==> src/rtl/conv_0_1_mac_acc.sv <==
// ============================================================================
// conv_0_1_mac_acc
//
// Sums one kernel window of signed products from the conv_0_1 multiplier
// stage. The window's bias is added on the first accepted beat. The final sum
// is arithmetic-right-shifted by SHIFT, saturated to OUT_WIDTH bits and
// optionally clamped at zero (RELU). The pixel is then presented on a
// valid/ready output stream.
//
// Handshake semantics (both streams):
//   A transfer happens on a rising edge where valid && ready are both high.
//   A producer must hold its data stable while valid is high and ready is
//   low. Neither ready output depends combinationally on the partner's valid.
//   in_ready depends only on the FSM state and ap_rst.
//   out_valid is a registered state decode.
//
// Ports:
//   ap_clk     in   single clock, rising-edge active
//   ap_rst     in   asynchronous active-high reset
//   in_data    in   [IN_WIDTH]   signed product
//   in_valid   in   in_data is valid
//   in_ready   out  block can accept a product this cycle (ACC state)
//   bias       in   [BIAS_WIDTH] signed bias, sampled on the window's first beat
//   win_clr    in   synchronous abort of the window in progress (ACC only)
//   out_data   out  [OUT_WIDTH]  signed result pixel
//   out_valid  out  out_data holds a result (HOLD state)
//   out_ready  in   downstream accepts out_data
// ============================================================================
module conv_0_1_mac_acc #(
    parameter int IN_WIDTH    = 24,
    parameter int BIAS_WIDTH  = 16,
    parameter int ACC_WIDTH   = 32,
    parameter int OUT_WIDTH   = 16,
    parameter int KERNEL_SIZE = 9,
    parameter int SHIFT       = 8,
    parameter int RELU        = 1
) (
    input  logic                  ap_clk,
    input  logic                  ap_rst,
    input  logic [IN_WIDTH-1:0]   in_data,
    input  logic                  in_valid,
    output logic                  in_ready,
    input  logic [BIAS_WIDTH-1:0] bias,
    input  logic                  win_clr,
    output logic [OUT_WIDTH-1:0]  out_data,
    output logic                  out_valid,
    input  logic                  out_ready
);

    // A one-product kernel still needs a 1-bit counter to stay legal.
    localparam int CNT_W = (KERNEL_SIZE > 1) ? $clog2(KERNEL_SIZE) : 1;

    localparam logic [CNT_W-1:0] CNT_LAST = CNT_W'(KERNEL_SIZE - 1);

    // Saturation bounds expressed in accumulator width so the compare is a
    // plain signed comparison against the shifted sum.
    localparam logic signed [ACC_WIDTH-1:0] SAT_MAX =
        ACC_WIDTH'((1 << (OUT_WIDTH - 1)) - 1);
    localparam logic signed [ACC_WIDTH-1:0] SAT_MIN =
        ACC_WIDTH'(-(1 << (OUT_WIDTH - 1)));

    // FSM encoding
    localparam logic [0:0] ST_ACC  = 1'b0;
    localparam logic [0:0] ST_HOLD = 1'b1;

    logic [0:0]                  state_q, state_d;
    logic [CNT_W-1:0]            cnt_q, cnt_d;
    logic signed [ACC_WIDTH-1:0] acc_q, acc_d;
    logic [OUT_WIDTH-1:0]        out_data_q, out_data_d;

    logic                        beat_acc;
    logic                        is_first;
    logic                        is_last;
    logic signed [ACC_WIDTH-1:0] in_data_ext;
    logic signed [ACC_WIDTH-1:0] bias_ext;
    logic signed [ACC_WIDTH-1:0] sum;
    logic signed [ACC_WIDTH-1:0] shifted;
    logic signed [ACC_WIDTH-1:0] sat_val;
    logic [OUT_WIDTH-1:0]        result;

    // ------------------------------------------------------------------
    // Handshake decode
    // ------------------------------------------------------------------
    // ap_rst is included so in_ready is low for the whole reset assertion,
    // not just after the first edge.
    assign in_ready  = (state_q == ST_ACC) && !ap_rst;
    assign out_valid = (state_q == ST_HOLD);
    assign out_data  = out_data_q;

    assign beat_acc = in_valid && in_ready;
    assign is_first = (cnt_q == '0);
    assign is_last  = (cnt_q == CNT_LAST);

    // ------------------------------------------------------------------
    // Datapath: running sum and result function
    // ------------------------------------------------------------------
    // Sign-extending casts of the signed inputs into accumulator width.
    assign in_data_ext = ACC_WIDTH'($signed(in_data));
    assign bias_ext    = ACC_WIDTH'($signed(bias));

    // First beat of a window replaces the stale accumulator with bias.
    assign sum = is_first ? (bias_ext + in_data_ext) : (acc_q + in_data_ext);

    // >>> on a signed operand floors toward minus infinity.
    assign shifted = sum >>> SHIFT;

    always_comb begin
        sat_val = shifted;
        if (shifted > SAT_MAX) begin
            sat_val = SAT_MAX;
        end else if (shifted < SAT_MIN) begin
            sat_val = SAT_MIN;
        end
    end

    always_comb begin
        result = sat_val[OUT_WIDTH-1:0];
        if ((RELU != 0) && sat_val[ACC_WIDTH-1]) begin
            result = '0;
        end
    end

    // ------------------------------------------------------------------
    // Next-state logic
    // ------------------------------------------------------------------
    always_comb begin
        state_d    = state_q;
        cnt_d      = cnt_q;
        acc_d      = acc_q;
        out_data_d = out_data_q;

        case (state_q)
            ST_ACC: begin
                if (win_clr) begin
                    // Abort wins over a beat presented in the same cycle:
                    // the beat is consumed (in_ready is 1) but dropped.
                    cnt_d = '0;
                    acc_d = '0;
                end else if (beat_acc) begin
                    acc_d = sum;
                    if (is_last) begin
                        cnt_d      = '0;
                        out_data_d = result;
                        state_d    = ST_HOLD;
                    end else begin
                        cnt_d = cnt_q + CNT_W'(1);
                    end
                end
            end

            ST_HOLD: begin
                // win_clr is deliberately ignored here; the finished pixel
                // is always delivered.
                if (out_ready) begin
                    state_d = ST_ACC;
                end
            end

            default: begin
                state_d = ST_ACC;
            end
        endcase
    end

    // ------------------------------------------------------------------
    // State registers
    // ------------------------------------------------------------------
    always_ff @(posedge ap_clk or posedge ap_rst) begin
        if (ap_rst) begin
            state_q    <= ST_ACC;
            cnt_q      <= '0;
            acc_q      <= '0;
            out_data_q <= '0;
        end else begin
            state_q    <= state_d;
            cnt_q      <= cnt_d;
            acc_q      <= acc_d;
            out_data_q <= out_data_d;
        end
    end

endmodule

==> config.mk <==
export PLATFORM = sky130hd
export DESIGN_NAME = conv_0_1_mac_acc
export DESIGN_NICKNAME = d
export VERILOG_FILES = /design/src/rtl/conv_0_1_mac_acc.sv
export SDC_FILE = /design/constraint.sdc
export NUM_CORES = 1
export LEC_CHECK = 0
export ABC_AREA = 1
export BUFFER_PORTS_ARGS = -buffer_cell sky130_fd_sc_hd__buf_2
export CAP_MARGIN = 20
export CORE_ASPECT_RATIO = 0.9
export CORE_MARGIN = 10
export CORE_UTILIZATION = 30
export DETAILED_ROUTE_END_ITERATION = 7
export PLACE_DENSITY = 0.46
export SLEW_MARGIN = 20
export SYNTH_ARGS = -nofsm -noshare
export SYNTH_HDL_FRONTEND = slang
export SYNTH_SLANG_ARGS = --single-unit
==> constraint.sdc <==
create_clock -name ap_clk -period 3.9 [get_ports ap_clk]
set_input_delay 0.195 -clock ap_clk [delete_from_list [all_inputs] [get_ports ap_clk]]
set_output_delay 0.195 -clock ap_clk [all_outputs]
set_load 0.02 [all_outputs]
# ---- Yosys cells after proc, flatten, opt, wreduce, memory -nomap -nowiden
# Index checks and enable logic that the tools add are counted.
dict set report word_totals {
  inputBits 45
  register_bits 53
  out_inout_bits 18
}
dict set report classes {
  add_sub_neg 3
  reduce_logical 7
  mux 14
  bitwise_logic 2
  n_lt_le_gt_ge 2
  eq_ne 1
}
# op n
set op_table {}
lappend op_table {{$mux 32} 5}
lappend op_table {{$add 32x24->32} 1}
lappend op_table {{$add 16x24->25} 1}
lappend op_table {{$gt 24x16->1 const B} 1}
lappend op_table {{$lt 24x16->1 const B} 1}
lappend op_table {{$mux 16} 1}
lappend op_table {{$mux 4} 3}
lappend op_table {{$add 4x1->4 const B} 1}
lappend op_table {{$eq 4x4->1 const B} 1}
lappend op_table {{$logic_not 4->1} 1}
lappend op_table {{$mux 1} 4}
lappend op_table {{$reduce_and 4->1} 1}
lappend op_table {{$logic_and 1x1->1} 2}
lappend op_table {{$not 1->1} 2}
lappend op_table {{$pmux 1 s2} 1}
lappend op_table {{$reduce_and 2->1} 1}
lappend op_table {{$reduce_bool 2->1} 1}
lappend op_table {{$logic_not 1->1} 1}

# ---- Longest topological paths before layout
# Gate-level depths: netlist of run 1.
dict set report logic_depth {
  depth_word 6
  mapped_depth 24
  depth_no_buf 23
}

# ---- Worst setup path before layout of run 1
# No wires, ideal clock.
dict set report synth_timing {
  kind {register -> register}
  start {register acc_q[0]}
  end {register out_data_q[9] (netlist: out_data[9])}
  arrival_time_ns 3.036
  t_required_ns 3.835
  setup_ns 0.065
  path_buffers 1
  path_slack_ns 0.799
  stages_incl_launch_ff 25
  cell_sequence {dfrtp_1 -> ha_1 -> inv_1 -> fa_1 -> inv_1 -> nand2_1 -> nand2_1 -> nand3_1 -> nand2_1 -> nand2_1 -> nand2_1 -> nand2_1 -> nand2_1 -> nand2_1 -> nand3_1 -> nand2_1 -> nor3_1 -> nand4_1 -> ha_1 -> inv_1 -> clkbuf_1 -> nand3_1 -> o21ai_0 -> nand2_1 -> nand2_1}
}
dict set report synth_via {
  elab_chain_cells 6
  word_cells_on_any_way 7
}
# item line
set synth_rtl {}
lappend synth_rtl {{start, declared} 68} ;# logic signed [ACC_WIDTH-1:0] acc_q, acc_d;
lappend synth_rtl {{start signal, assigned} 172} ;# acc_q <= '0;
lappend synth_rtl {{start signal, assigned} 177} ;# acc_q <= acc_d;
lappend synth_rtl {{$add 32x24->32 (*)} 102} ;# assign sum = is_first ? (bias_ext + in_data_ext) : (acc_q + in_data_ext);
lappend synth_rtl {{$mux 32 (*)} 102}
lappend synth_rtl {{$lt 24x16->1} 111} ;# end else if (shifted < SAT_MIN) begin
lappend synth_rtl {{$mux 32} 111}
lappend synth_rtl {{$mux 32 (*)} 109} ;# if (shifted > SAT_MAX) begin
lappend synth_rtl {{$mux 16 (*)} 118} ;# if ((RELU != 0) && sat_val[ACC_WIDTH-1]) begin
lappend synth_rtl {{end signal, assigned} 178} ;# out_data_q <= out_data_d;
lappend synth_rtl {{end, declared} 69} ;# logic [OUT_WIDTH-1:0] out_data_q, out_data_d;
# Every way passes the cells marked *; elsewhere a longest branch is shown, timed or not.
# A chain may end at the register's enable or synchronous reset.

# ---- Final worst setup path of run 1
dict set report layout_timing {
  start {register acc_q[0]}
  end {register out_data_q[12] (netlist: out_data[12])}
}
# Same word-level chain as after synthesis.

==> results of run 1 <==
[cells in the mapped netlist, drive strengths merged (4+ instances only)]
master / n
buf: 4
ha: 58
dfrtp: 53
a21oi: 51
nand3: 68
a32o: 16
xor2: 7
or2: 7
nor3: 10
nand2: 390
nor2: 81
inv: 173
xnor2: 11
o21ai: 62
o21bai: 9
clkbuf: 11
nand4: 9
[metrics by stage]
stage | cells | hold WS, ns | utilization [%]
after CTS | 1371 | 0.0480 | 34.3
after global placement | 1362 | 0.0475 | 33.4
after detailed placement | 1362 | 0.0484 | 33.4
after floorplan | 1047 | 0.291 | -
final | 1372 | 0.0537 | 34.4
after global routing | 1372 | 0.0689 | 34.4
[final cells by class]
cell class                 instances  share of cell area (%)
inverter                         174                    9.25
multi-input combinational        805                    59.5
tap                              260                    4.58
sequential                        53                    18.7
timing repair buffer              71                    5.36
timing repair inverter             1                   0.106
clock inverter                     3                   0.705
clock buffer                       5                    1.76
[registers in the layout (all words and copies together), names as in the netlist]
signal,flops
out_valid,1
acc_q,32
out_data,16
cnt_q,4
[cells by family (layout without fill, tap and decap cells)]
kind of cell | after synthesis | in the layout
compound gates | 154 | 154
xor+xnor | 18 | 18
fa+ha+maj | 60 | 60
buf+inv | 189 | 254
flops | 53 | 53
simple gates | 573 | 573
[per-layer routing]
metal	routed length (um)	global-route usage, %	vias to the layer above
met2	8770	23.7	150
met3	1250	2.68	13
met5	0	0	-
li1	-	-	3467
met1	11800	24.6	2926
met4	263	3.32	0
[worst register-to-register path, stage by stage, from the launching register on]
cell and delay, ns:
sky130_fd_sc_hd__dfrtp_1 0.35, sky130_fd_sc_hd__ha_1 0.22, sky130_fd_sc_hd__inv_1 0.07, sky130_fd_sc_hd__fa_1 0.36
sky130_fd_sc_hd__inv_1 0.13, sky130_fd_sc_hd__nand2_1 0.09, sky130_fd_sc_hd__nand2_1 0.08, sky130_fd_sc_hd__nand3_1 0.07
sky130_fd_sc_hd__nand2_1 0.18, sky130_fd_sc_hd__nand2_1 0.08, sky130_fd_sc_hd__nand2_1 0.15, sky130_fd_sc_hd__nand2_1 0.09
sky130_fd_sc_hd__nand2_1 0.06, sky130_fd_sc_hd__nand2_1 0.04, sky130_fd_sc_hd__nand3_1 0.08, sky130_fd_sc_hd__nand2_1 0.10
sky130_fd_sc_hd__nor3_1 0.19, sky130_fd_sc_hd__nand4_1 0.12, sky130_fd_sc_hd__ha_2 0.41, sky130_fd_sc_hd__clkinvlp_4 0.19
sky130_fd_sc_hd__nand3_1 0.12, sky130_fd_sc_hd__o21ai_0 0.09, sky130_fd_sc_hd__nand2_1 0.08, sky130_fd_sc_hd__nand2_1 0.06
[final timing paths]
path | startpoint | to | slack, ns | depth (start not counted)
worst max register to register | acc_q[0] | out_data[12] | 0.38 | 23
worst max-delay path | acc_q[0] | out_data[12] | 0.38 | 23
worst min register to register | out_data[3] | out_data[3] | 0.49 | 2
max in group asynchronous | ap_rst | acc_q[3] | 2.73 | 4
min in group asynchronous | ap_rst | out_valid | 0.27 | 3
worst min-delay path | out_ready | out_valid | 0.05 | 2
[repair_timing]
item | 4_1_cts | 5_1_grt
resized for setup | 0 | 3
setup buffers | 0 | 0
endpoints found under the setup margin | 0 | 15
hold buffers | 1 | 0
hold endpoints to repair | 1 | 0
[where the power goes]
group | switching [uW] | internal [uW]
clock | 251 | 310
combinational | 676 | 321
sequential | 26.9 | 588
total | 954 | 1220
==> Flow_metrics.wiki, run 1 <==
{| class="wikitable"
! Metric !! Value
|-
| Status || complete, no violations
|-
| Sequential share of the synthesized area || 21.2%
|-
| Largest net degree at the start of global routing || 53
|-
| Router iterations before antenna repair || 5
|-
| Slew at the pin closest to its max-slew limit || around 0.75 ns
|-
| Number of clock sinks || 53
|-
| Count of final max-slew check failures || 0
|-
| Portion of netlist area occupied by mux cells || 0%
|-
| Post-synthesis adder-cell area fraction || around an eighth
|-
| Cell area after synthesis || 6270 um2
|-
| Overall power of the completed layout || approximately 2200 uW
|-
| Number of max-capacitance violations reported || 0
|-
| Synth Warn # || 0
|-
| Die Footprint || about 27,000 um2
|-
| Post-synthesis share of cell area spent on and, or, nand and nor gates || a little under two fifths
|-
| Cell type with the highest occurrence count on the critical path || sky130_fd_sc_hd__nand2_1
|-
| Width of the die || approximately 170 um
|-
| Startpoint Class || flip-flop
|-
| Starting utilization of the core area || 30.4%
|-
| Final count of hold timing violations || 0
|-
| Static Leakage || about 0.004 uW
|-
| Dominant combinational cell family by area after synthesis || simple AND/OR/NAND/NOR gates
|-
| Critical path, cell by cell || ha_1 > inv_1 > fa_1 > inv_1 > nand2_1 > nand2_1 > nand3_1 > nand2_1 > nand2_1 > nand2_1 > nand2_1 > nand2_1 > nand2_1 > nand3_1 > nand2_1 > nor3_1 > nand4_1 > ha_2 > clkinvlp_4 > nand3_1 > o21ai_0 > nand2_1 > nand2_1
|-
| Part of the cycle the worst path needs || 90.2%
|-
| Highest net fanout along the worst path || 8
|-
| Antenna Violating Nets Remaining || 0
|-
| Maximum achievable frequency || between 200 and 300 MHz
|-
| Compound-gate portion of the synthesized area || 14.8%
|-
| Required time at the worst-slack endpoint || 4.10 ns
|-
| Number of standard-cell rows in the floorplan || 50
|-
| Library cells used by synthesis || between 40 and 50
|-
| Yosys reg bits || 53
|-
| Total via count in the routed design || between 6,000 and 7,000
|-
| Clk root buf || sky130_fd_sc_hd__clkbuf_16
|-
| Power per cell area || 306 nW/um2
|-
| Kind of cell adding the most delay to the critical path || simple AND/OR/NAND/NOR gates
|-
| Crit path largest cell delay || 0.41 ns
|-
| Number of endpoints failing setup at the final stage || 0
|-
| Cell taking the most area after synthesis || sky130_fd_sc_hd__nand2_1
|-
| CP endpoint kind || flip-flop
|-
| Syn_nets || around 1,200
|-
| Sequential cell area || about 1300 um2
|-
| Core box area || just over 20,000 um2
|-
| Number of input and output port buffers inserted || just over 60
|-
| Crit path arrival time || around 3.7 ns
|-
| Wire length reported by the detailed router || 22,100 um
|-
| Clock tree from TritonCTS || done
|-
| Initial DRC count || around 480
|-
| Gate count of the mapped netlist || roughly 1,000
|-
| Antenna violations before repair || 0
|-
| Layout Nets || 1,216
|-
| Vias per cell || 4.78
|-
| Clock latency at the later pin of the worst-skew pair || between 0.3 and 0.4 ns
|-
| Most instantiated flip-flop cell in the synthesis netlist || sky130_fd_sc_hd__dfrtp_1
|-
| Async set-or-reset flop fraction in the synthesized netlist || 100%
|-
| Number of buffers on the longest clock path || 2
|-
| Shortest clock period the worst path allows after layout || between 3 and 4 ns
|-
| Share of cells above drive strength 1 || under 10%
|-
| TritonCTS buffer count || 5
|-
| Mean Syn Cell Area || 5.98 um2
|-
| Antenna Cells || 0
|-
| Global-route wire length before repair || 34,500 um
|-
| Vertical extent of the die || 157 um
|-
| Clock H-tree levels || 2
|-
| Worst-case setup slack after placement || 0.241 ns
|-
| Leading cell types in the layout, fill and taps excluded || sky130_fd_sc_hd__nand2_1 (387), sky130_fd_sc_hd__inv_1 (171), sky130_fd_sc_hd__nor2_1 (75)
|-
| Worst setup slack after layout || about 0.38 ns
|-
| Last weighted congestion value of the routability-driven placer || 0.921
|-
| Critical path buffers and inverters || 3
|-
| Leading cell type in the layout, fill and taps excluded || sky130_fd_sc_hd__nand2_1
|-
| Biggest area contributors in the synthesized netlist || sky130_fd_sc_hd__nand2_1 (23%), sky130_fd_sc_hd__dfrtp_1 (21%), sky130_fd_sc_hd__ha_1 (12%), sky130_fd_sc_hd__inv_1 (10%), sky130_fd_sc_hd__nand3_1 (5.4%)
|-
| Skew final || between 0.01 and 0.015 ns
|-
| TNS Setup || 0 ns
|-
| Sum of overflow across all layers after global routing || 0
|-
| Area occupied by multi-input gates || around 4200 um2
|-
| Maximum ir drop on the vdd rail || between 150 and 200 uV
|-
| Routed wire length per instance || ~16 um
|-
| Type of the worst setup path || reg -> reg
|-
| Area of all placed cells without fillers || roughly 7100 um2
|-
| Detail Placement HPWL || around 18,000 um
|-
| Placed cell areas || 6900 um2
|-
| Share of the synthesized netlist area taken by xor and xnor gates || about 2.5%
|-
| Vias in the first global route || approximately 6,400
|-
| Fillcell total || between 2,000 and 2,500
|-
| Ports placed on the boundary || 63
|-
| Signed area change from the synthesized netlist to the final layout || 13.3%
|-
| Critical Path Slowest Stage Cell || sky130_fd_sc_hd__ha_2
|-
| DR DRC count || 0
|-
| RSZ-0062 raised after global routing || false
|-
| Worst hold path type || in -> reg
|-
| Clock transition time at the flip-flop clock pins of the worst setup and hold paths || about 0.08 ns
|-
| Headroom to the max-slew limit || roughly 50%
|-
| Number of synthesized flops with an enable pin || 0
|-
| GRT Total Usage || approximately 16%
|-
| Portion of synthesized cell area occupied by the leading cell type || a little under a quarter
|}
No activity file was read; power rests on OpenSTA's default activity.
==> inputs of run 2 (changes only) <==
Settings changed: RECOVER_POWER set to 50.
==> run 2 against run 1 <==
Effect of this change:
- maximum frequency about the same
- clock skew is 0.0018 ns lower
- register-to-register slack hardly changed
- routed wire length is essentially flat
- combinational power about the same
- via count is 0.37% higher
- sequential power about the same
- worst setup slack worse by 0.0027 ns
- utilization is 0.12 points lower
- largest cell class unchanged
- largest power group unchanged
==> Flow_metrics.wiki, run 2 (same netlist as run 1, synthesis figures left out) <==
{| class="wikitable"
! Metric !! Value
|-
| Shortest clock period the worst path allows after layout || 3.52 ns (about the same)
|-
| Startpoint Class || flip-flop (unchanged)
|-
| Type of the worst setup path || reg -> reg (unchanged)
|-
| Vias per cell || 4.80 (was 4.78)
|-
| Clock latency at the later pin of the worst-skew pair || 0.32 ns (about the same)
|-
| Sum of routed wire segments on met1 || 11,800 um (about the same)
|-
| Total via count in the routed design || 6,580 (was 6,556)
|-
| Routed wire length per instance || 16.1 um (about the same)
|-
| Part of the cycle the worst path needs || 90.3% (was 90.2%)
|-
| Clock transition time at the flip-flop clock pins of the worst setup and hold paths || 0.08 ns (about the same)
|-
| Clock tree from TritonCTS || done (unchanged)
|-
| TritonCTS buffer count || 5 (unchanged)
|-
| Power per cell area || 307 nW/um2 (was 306 nW/um2)
|-
| Crit path arrival time || 3.73 ns (was 3.72 ns)
|-
| Share of cells above drive strength 1 || 8.00% (was 9.71%)
|-
| Top routing layer in use || met4 (unchanged)
|-
| Count of final max-slew check failures || 0 (unchanged)
|-
| # Post-CTS Setup Buffers || 0 (unchanged)
|-
| Vias in the first global route || 6,352 (unchanged)
|-
| Clk root buf || sky130_fd_sc_hd__clkbuf_16 (unchanged)
|-
| Detail Placement HPWL || 18,000 um (unchanged)
|-
| Met3 wire length || 1190 um (was 1250 um)
|-
| Die Footprint || 27,100 um2 (unchanged)
|-
| Number of standard-cell rows in the floorplan || 50 (unchanged)
|-
| Width of the die || 172 um (unchanged)
|-
| Leading cell type in the layout, fill and taps excluded || sky130_fd_sc_hd__nand2_1 (unchanged)
|-
| Global-route wire length before repair || 34,500 um (unchanged)
|-
| Worst hold path type || in -> reg (unchanged)
|-
| Antenna Violating Nets Remaining || 0 (unchanged)
|-
| Antenna Cells || 0 (unchanged)
|-
| Core box area || 20,600 um2 (unchanged)
|-
| R2R Setup Slk || 0.38 ns (about the same)
|-
| Signed area change from the synthesized netlist to the final layout || 12.9% (was 13.3%)
|-
| Number of clock sinks || 53 (unchanged)
|-
| TNS Setup || 0 ns (unchanged)
|-
| Highest net fanout along the worst path || 8 (unchanged)
|-
| Ports placed on the boundary || 63 (unchanged)
|-
| Total met2 wirelength after detailed routing || 8790 um (was 8770 um)
|-
| Capture point of the worst reg-to-reg path || out_data[12] (unchanged)
|-
| GRT Total Usage || 16.4% (unchanged)
|-
| Worst hold stages || 2 (unchanged)
|-
| Layout Nets || 1,216 (unchanged)
|-
| Number of buffers on the longest clock path || 2 (unchanged)
|-
| Starting utilization of the core area || 30.4% (unchanged)
|-
| Number of input and output port buffers inserted || 62 (unchanged)
|-
| Max reg flops || 32 (unchanged)
|-
| Maximum achievable frequency || 284 MHz (about the same)
|-
| Wire length reported by the detailed router || 22,100 um (about the same)
|-
| Headroom to the max-slew limit || 2.40% (was 49.9%)
|-
| R2r startpoint || acc_q[0] (unchanged)
|-
| Slew at the pin closest to its max-slew limit || 1.46 ns (was 0.751 ns)
|-
| Number of max-capacitance violations reported || 0 (unchanged)
|-
| Antenna violations before repair || 0 (unchanged)
|-
| Final count of hold timing violations || 0 (unchanged)
|-
| Number of endpoints failing setup at the final stage || 0 (unchanged)
|-
| CP endpoint kind || flip-flop (unchanged)
|-
| Vertical extent of the die || 157 um (unchanged)
|-
| Top reg by flops || acc_q (unchanged)
|-
| Last weighted congestion value of the routability-driven placer || 0.921 (unchanged)
|-
| Static Leakage || 0.00399 uW (was 0.00406 uW)
|-
| Maximum ir drop on the vdd rail || 163 uV (was 160 uV)
|-
| Status || complete, no violations (unchanged)
|-
| Leading cell types in the layout, fill and taps excluded || sky130_fd_sc_hd__nand2_1 (387), sky130_fd_sc_hd__inv_1 (172), sky130_fd_sc_hd__nor2_1 (75) (was sky130_fd_sc_hd__nand2_1 (387), sky130_fd_sc_hd__inv_1 (171), sky130_fd_sc_hd__nor2_1 (75))
|-
| Placed cell areas || 6900 um2 (unchanged)
|-
| Skew final || 0.0101 ns (was 0.0119 ns)
|-
| Hold endpoint || out_valid (unchanged)
|-
| Clock H-tree levels || 2 (unchanged)
|-
| Initial DRC count || 497 (was 481)
|-
| RSZ-0062 raised after global routing || false (unchanged)
|-
| Required time at the worst-slack endpoint || 4.10 ns (about the same)
|-
| DR DRC count || 0 (unchanged)
|-
| Area of all placed cells without fillers || 7070 um2 (was 7100 um2)
|-
| Router iterations before antenna repair || 5 (unchanged)
|-
| Count of cells along the worst register-to-register path || 23 (unchanged)
|-
| Sum of overflow across all layers after global routing || 0 (unchanged)
|-
| Fillcell total || 2,357 (was 2,346)
|-
| Hold Path Origin || out_ready (unchanged)
|-
| Largest net degree at the start of global routing || 53 (unchanged)
|}
-- run 2: changes by cell type in the layout (fill, tap and decap cells not counted) --
cell / previous run / this run
sky130_fd_sc_hd__buf_2: 62 / 44
sky130_fd_sc_hd__clkbuf_2: 0 / 1
sky130_fd_sc_hd__buf_4: 8 / 7
sky130_fd_sc_hd__clkbuf_1: 0 / 18
sky130_fd_sc_hd__inv_2: 1 / 0
sky130_fd_sc_hd__inv_1: 171 / 172
-- run 2: metal layers --
layer | up-vias | GRT usage [%]
li1 | 3467 | -
met1 | 2945 | 24.6
met2 | 155 | 23.7
met3 | 13 | 2.68
met4 | 0 | 3.32
met5 | - | 0
-- run 2: cell type report --
type	count	area, um2	share of cell area (%)
multi-input cells	805	4230	59.8
clock inverters	3	50.0	0.708
flip-flops and latches	53	1330	18.8
well taps	260	325	4.60
repair inverters	1	7.51	0.106
clock buffers	5	125	1.77
inverters	174	657	9.29
repair buffers	71	355	5.02
-- run 2: worst max-delay path, cell delays in order (launching register included) --
cell and delay (ns):
sky130_fd_sc_hd__dfrtp_1 0.35, sky130_fd_sc_hd__ha_1 0.22, sky130_fd_sc_hd__inv_1 0.07, sky130_fd_sc_hd__fa_1 0.36, sky130_fd_sc_hd__inv_1 0.13, sky130_fd_sc_hd__nand2_1 0.08, sky130_fd_sc_hd__nand2_1 0.08, sky130_fd_sc_hd__nand3_1 0.07
sky130_fd_sc_hd__nand2_1 0.18, sky130_fd_sc_hd__nand2_1 0.07, sky130_fd_sc_hd__nand2_1 0.15, sky130_fd_sc_hd__nand2_1 0.09, sky130_fd_sc_hd__nand2_1 0.06, sky130_fd_sc_hd__nand2_1 0.04, sky130_fd_sc_hd__nand3_1 0.08, sky130_fd_sc_hd__nand2_1 0.10
sky130_fd_sc_hd__nor3_1 0.19, sky130_fd_sc_hd__nand4_1 0.12, sky130_fd_sc_hd__ha_2 0.41, sky130_fd_sc_hd__clkinvlp_4 0.19, sky130_fd_sc_hd__nand3_1 0.12, sky130_fd_sc_hd__o21ai_0 0.09, sky130_fd_sc_hd__nand2_1 0.08, sky130_fd_sc_hd__nand2_1 0.06
-- run 2: where the power goes --
part	leakage, uW	switching (uW)	total (uW)	internal [uW]
Combinational	0.00318	678	995	318
Clock	0.0000859	252	562	310
Sequential	0.000725	27.1	615	588
-- run 2: per-stage QoR --
step                      hold WS (ns)  util (%)  worst slack [ns]  total power [uW]  std cells
after floorplan                  0.291         -             0.799              1300       1047
after CTS                       0.0480      34.3             0.213              2180       1371
final                           0.0537      34.3             0.379              2170       1372
after global placement          0.0475      33.4             0.294              1610       1362
after global routing            0.0689      34.3            0.0138              2340       1372
after detailed placement        0.0484      33.4             0.241              1600       1362
-- run 2: worst max path at each step --
stage | start | endpoint | depth (start not counted)
2_1_floorplan | acc_q[0] | out_data[9] | 24
3_3_place_gp | acc_q[0] | out_data[11] | 23
3_5_place_dp | acc_q[0] | out_data[13] | 23
4_1_cts | acc_q[0] | out_data[1] | 23
5_1_grt | acc_q[0] | out_data[13] | 23
6_report | acc_q[0] | out_data[12] | 23
-- run 2: what timing repair did --
item                                    CTS  global route
endpoints found under the setup margin    0            15
hold buffers                              1             0
gates resized for setup                   0             3
hold endpoints to repair                  1             0
